### src/rtl/mem_port_arbiter.sv
// mem_port_arbiter: shares one single-ported memory between instruction fetch
// (IF) and the load/store unit (LS). A grant is held across multi-beat LS
// sequences, and IF is protected from starvation by a saturating wait counter.
// Optional beat timeout watchdog: define MEM_ARB_TIMEOUT_EN to enable it.
module mem_port_arbiter #(
  parameter int STARVE_LIMIT   = 8,
  parameter int TIMEOUT_CYCLES = 64
) (
  input  logic        clk,
  input  logic        rst_n,
  input  logic        if_req,
  input  logic [31:0] if_addr,
  output logic [31:0] if_rd_data,
  output logic        if_data_ready,
  input  logic        ls_req,
  input  logic [31:0] ls_addr,
  input  logic [31:0] ls_w_data,
  input  logic        ls_w_en,
  output logic [31:0] ls_rd_data,
  output logic        ls_data_ready,
  output logic        mem_req,
  output logic [31:0] mem_addr,
  output logic [31:0] mem_w_data,
  output logic        mem_w_en,
  input  logic [31:0] mem_rd_data,
  input  logic        mem_data_ready,
  output logic        arb_error
);

  typedef enum logic [1:0] {
    IDLE     = 2'd0,
    GRANT_IF = 2'd1,
    GRANT_LS = 2'd2
  } state_t;

  localparam int SW = $clog2(STARVE_LIMIT + 1);
  localparam logic [SW-1:0] STARVE_MAX = SW'(STARVE_LIMIT);
  localparam logic [31:0] TIMEOUT_WORD = 32'hDEADBEEF;

  // Reject parameter values that would make the counters meaningless.
  if (STARVE_LIMIT < 1 || TIMEOUT_CYCLES < 2) begin : g_bad_param
    $error("mem_port_arbiter: STARVE_LIMIT must be >= 1 and TIMEOUT_CYCLES >= 2");
  end

  state_t state, next_state;
  logic [SW-1:0] starve_cnt;
  logic timeout;

`ifdef MEM_ARB_TIMEOUT_EN
  localparam int TW = $clog2(TIMEOUT_CYCLES + 1);
  localparam logic [TW-1:0] BEAT_LAST = TW'(TIMEOUT_CYCLES - 1);

  logic [TW-1:0] beat_cnt;

  // A beat has waited its full budget on this cycle without a memory response.
  assign timeout = (state != IDLE) && !mem_data_ready && (beat_cnt == BEAT_LAST);

  // Beat age counter: restarts whenever a beat completes or no grant is held.
  always_ff @(posedge clk or negedge rst_n) begin
    if (!rst_n) begin
      beat_cnt <= '0;
    end else if (state == IDLE || mem_data_ready || timeout) begin
      beat_cnt <= '0;
    end else begin
      beat_cnt <= beat_cnt + 1'b1;
    end
  end

  // Sticky error flag; only reset can clear it.
  always_ff @(posedge clk or negedge rst_n) begin
    if (!rst_n) begin
      arb_error <= 1'b0;
    end else if (timeout) begin
      arb_error <= 1'b1;
    end
  end
`else
  assign timeout   = 1'b0;
  assign arb_error = 1'b0;
`endif

  // Grant state register.
  always_ff @(posedge clk or negedge rst_n) begin
    if (!rst_n) begin
      state <= IDLE;
    end else begin
      state <= next_state;
    end
  end

  // IF starvation counter: counts cycles IF waits, cleared when IF gets the port.
  always_ff @(posedge clk or negedge rst_n) begin
    if (!rst_n) begin
      starve_cnt <= '0;
    end else if (next_state == GRANT_IF && state != GRANT_IF) begin
      starve_cnt <= '0;
    end else if (if_req && state != GRANT_IF && starve_cnt < STARVE_MAX) begin
      starve_cnt <= starve_cnt + 1'b1;
    end
  end

  // Arbitration, port steering and ready routing, all decoded from the grant state.
  always_comb begin
    next_state    = state;
    mem_req       = 1'b0;
    mem_addr      = 32'h0;
    mem_w_data    = 32'h0;
    mem_w_en      = 1'b0;
    if_data_ready = 1'b0;
    ls_data_ready = 1'b0;
    if_rd_data    = mem_rd_data;
    ls_rd_data    = mem_rd_data;
    case (state)
      IDLE: begin
        if (ls_req && !(if_req && starve_cnt >= STARVE_MAX)) begin
          next_state = GRANT_LS;
        end else if (if_req) begin
          next_state = GRANT_IF;
        end
      end
      GRANT_IF: begin
        mem_req       = 1'b1;
        mem_addr      = if_addr;
        if_data_ready = mem_data_ready;
        if (mem_data_ready) begin
          next_state = IDLE;
        end
        if (timeout) begin
          if_data_ready = 1'b1;
          if_rd_data    = TIMEOUT_WORD;
          next_state    = IDLE;
        end
      end
      GRANT_LS: begin
        mem_req       = ls_req;
        mem_addr      = ls_addr;
        mem_w_data    = ls_w_data;
        mem_w_en      = ls_w_en && ls_req;
        ls_data_ready = mem_data_ready;
        if (!ls_req) begin
          next_state = IDLE;
        end
        if (timeout) begin
          ls_data_ready = 1'b1;
          ls_rd_data    = TIMEOUT_WORD;
          next_state    = IDLE;
        end
      end
      default: begin
        next_state = IDLE;
      end
    endcase
  end

endmodule

### config.mk
export PLATFORM = sky130hd
export DESIGN_NAME = mem_port_arbiter
export DESIGN_NICKNAME = d
export VERILOG_FILES = /design/src/rtl/mem_port_arbiter.sv
export SDC_FILE = /design/constraint.sdc
export NUM_CORES = 1
export LEC_CHECK = 0
export ABC_AREA = 1
export CAP_MARGIN = 15
export CORE_AREA = 2 2 105 107
export DETAILED_ROUTE_END_ITERATION = 10
export DIE_AREA = 0 0 107 109
export PLACE_DENSITY = 0.63
export SLEW_MARGIN = 10
export SYNTH_ARGS = -nofsm -noshare
export SYNTH_HDL_FRONTEND = slang
export SYNTH_SLANG_ARGS = --single-unit
### constraint.sdc
create_clock -name clk -period 1.8 [get_ports clk]
set_clock_uncertainty 0.2 [all_clocks]
set_input_delay 0.18 -clock clk [delete_from_list [all_inputs] [get_ports clk]]
set_output_delay 0.18 -clock clk [all_outputs]
set_load 0.02 [all_outputs]
==> results.md <==
- Summing all placed instances gives a cell area of 0.00311 mm².
- Yosys attributes the largest share of cell area to buf_4, nand2_1, a21oi_1.
- Of the total power, the share spent switching nets is 0.505.
- TritonCTS built the clock tree.
- The total global-route track usage is 0.113.
- On the critical path, the stage with the largest delay is an instance of dfrtp_1.
- The final antenna diode count is 0.
- The via count of the first global-routing pass was 2,064.
- The post-synthesis net count is 442.
- The number of vias per cell after detailed routing is 3.93.
- In this run the worst path has a maximum fanout of 12.
- The root cell of the clock tree is clkbuf_8.
- The wire length of the first global-routing pass is 10,300 µm.
- The switching power of the nets is 0.00274 W.
- The top-level port count is 267.
- The worst IR drop on VDD is 0.000561 V.
- The region available for standard cell placement spans 0.0106 mm².
- The final-report max-slew violation count is 0.
- The reg-to-reg endpoint is starve_cnt[2].
- The per-cell routed wire length is 13.9 µm.
- The clock share of power is 0.038.
- The critical path ends at mem_addr[12].
- For this run, the detailed router's first-pass iteration total came to 4.
- The worst register-to-register path begins at state[0].
- The run finished, with violations left.
- The count of buffers added on input and output ports is 169.
- During synthesis, Yosys emitted a total of 0 warnings.
- The layout-stage area growth over the synthesis result is 138%.
- Across all register-to-register paths, the minimum setup slack is 10 ps.
- The number of cells on the worst reg-to-reg path is 9.
- The final worst-path cycle share is 1.08.
- STA puts the critical path data required time at 1420 ps.
- In this run the worst hold path is classified as in2async.
- The clock buffer count from CTS is 3.
- The detailed-route wire length is 7840 µm.
- The later pin in the worst-skew pair is clocked with a latency of 230 ps.
- The checks that failed: negative hold slack, negative setup slack.
- The total of max-cap violations is 0.
- After the last flow step, the layout net total stands at 567.
- The top cell type by total area after synthesis is buf_4.
- In this run, the number of DRC markers left after iteration 0 of detailed routing was 76.
- The total number of vias is 2,221.
- The initial core utilization is 0.156.
- The number of fillers in the final layout is 1,086.
- The summed instance area of the synthesized netlist is 0.00166 mm².
- The timing startpoint of the critical path is state[0].
- The final HPWL from detailed placement is 5090 µm.
- The initial antenna violation count came to 0.
- After global routing the overflow that remains totals 0.
- For the finished layout, the period the worst path requires is 1940 ps.
- The part of the total power dissipated in sequential elements is 0.043.
- The share of power burned in combinational logic is 0.919.
- Synthesis produced a netlist whose cell count is 302.
- The worst hold margin is -4.32 ps.
- Clock-pin slew was measured on the worst setup and hold paths at 40 ps.
- The number of nets still failing antenna checks after routing is 0.
- The critical path is of the reg2out type.
- The element type at the critical path end is a primary output.
- The signal on the critical path passes through inv_2 > buf_4 > ha_4 > inv_6 > buf_12 > a21oi_2 > buf_6.
- In the final layout, the share of cells above drive strength 1 is 0.494.
- The largest single stage delay on the critical path is 350 ps.
- Of the post-synthesis cell area, the dominant cell type holds 0.304.
- The internal power of the cells totals 0.00269 W.
- Dividing total power by cell area gives a power density of 1380 mW/mm².
- In the routed design, unresolved DRC markers number 0.
- The setup slack after placement is -462 ps.
- Summed over all cells, the static leakage comes to 1.92 nW.
- Yosys mapped the design onto 20 distinct sky130hd cell types.
- After routing the design area is 0.00394 mm².
- The highest clock frequency the design can meet is 515 MHz.
- The die outline height is 109 µm.
- The number of clock sinks is 6.
- The part of the Yosys area used for sequential elements is 0.0906.
- Routability-driven placement finished with a final weighted congestion of 0.782.
- The total die area is 0.0117 mm².
- The arrival time of the worst setup path is 1560 ps.
- The number of buffers inserted for hold repair after clock tree synthesis is 0.
- The worst setup path is launched from a flop.
- The floorplan has 38 rows.
- The number of failing hold endpoints at the final stage is 3.
- The average instance in the mapped netlist occupies 5.49 µm².
- The library cells used most frequently in the layout, excluding fill and tap cells, are clkdlybuf4s50_1, nand2_1, buf_6, nand2_4, buf_4.
- Setup repair after global routing could not meet its margin everywhere.
- The number of buffers on the longest clock path is 2.
- The number of H-tree branching levels is 1.
- The final number of setup-violating endpoints is 56.
- The horizontal die dimension is 107 µm.
- Once placement completed, the tool counted placed cells totaling 545.
- Leaving out fill and tap cells, the most frequent cell in the layout is clkdlybuf4s50_1.
- Leaving out filler cells and counting taps, the final layout contains 565.
- The final worst slack is -143 ps.
- Synthesis inferred 6 register bits.
- The post-route setup TNS is -4160 ps.
- The maximum number of pins on one net before global-route repair is 25.
## cells by family (layout without fill, tap and decap cells)
kind of cell / count (synthesis) / after routing / synth area share
buffers and inverters: 128 / 251 / 0.452
and+or+nand+nor: 122 / 122 / 0.288
AOI/OAI and AO/OA: 37 / 37 / 0.112
adders and majority gates: 6 / 6 / 0.0453
DFF: 6 / 6 / 0.0906
xor gates and xnor gates: 2 / 2 / 0.0106
other: 1 / 1 / 0.00226
## per-layer routing
metal,vias to the layer above,part of all wire,GRT usage
met4,0,0.032,0.0566
li1,1077,-,-
met3,29,0.091,0.0269
met1,988,0.35,0.119
met5,-,0,0
met2,127,0.53,0.211
## Yosys cell counts, drive strengths merged
master,instances
nand2,112
a21oi,36
ha,6
buf,78
nand3,2
dfrtp,6
nor3,1
conb,1
nor2,7
xor2,2
o21ai,1
clkbuf,1
inv,49
## critical path, delay by kind of cell (launching register included)
family | cells | cell delay (ps)
buf+inv | 5 | 550
fa+ha+maj | 1 | 280
flops | 1 | 350
compound gates | 1 | 150
## through the flow
step	util	power, W
2_1_floorplan	-	0.00209
3_3_place_gp	0.293	0.00344
3_5_place_dp	0.293	0.00349
4_1_cts	0.341	0.00497
5_1_grt	0.372	0.00576
6_report	0.372	0.00542
## power groups by stage
| stage | logic, W | registers (W) | clock network, W |
|---|---|---|---|
| 5_1_grt | 0.00530 | 0.000239 | 0.000221 |
| 4_1_cts | 0.00452 | 0.000233 | 0.000211 |
| 3_5_place_dp | 0.00326 | 0.000232 | 0 |
| 3_3_place_gp | 0.00322 | 0.000227 | 0 |
| 6_report | 0.00498 | 0.000233 | 0.000207 |
| 2_1_floorplan | 0.00186 | 0.000230 | 0 |
## registers in the layout, indices dropped and copies added, names as in the netlist
| register | cells |
|---|---|
| state | 2 |
| starve_cnt | 4 |
## how the worst min path moves through the flow
stage,startpoint,to,cells after the start
after floorplan,rst_n,starve_cnt[0],0
after global routing,rst_n,starve_cnt[3],1
after global placement,mem_rd_data[24],ls_rd_data[24],0
after CTS,rst_n,starve_cnt[3],1
final,rst_n,starve_cnt[3],1
after detailed placement,mem_rd_data[24],ls_rd_data[24],0
## final cells by class
class                      instances  area, µm²  area share
clock buffer                       3       41.3      0.0105
inverter                          49        191      0.0486
multi-input combinational        168       1270       0.322
sequential                         6        150      0.0381
tap                              140        175      0.0444
timing repair buffer             199       2120       0.537
## what timing repair did
item / CTS / global route
endpoints found under the hold margin: 0 / 0
setup buffers: 7 / 4
cloned: 6 / 2
endpoints found under the setup margin: 68 / 71
gates resized for setup: 470 / 70
pin swaps: 10 / 22
No activity file was read; power rests on OpenSTA's default activity.
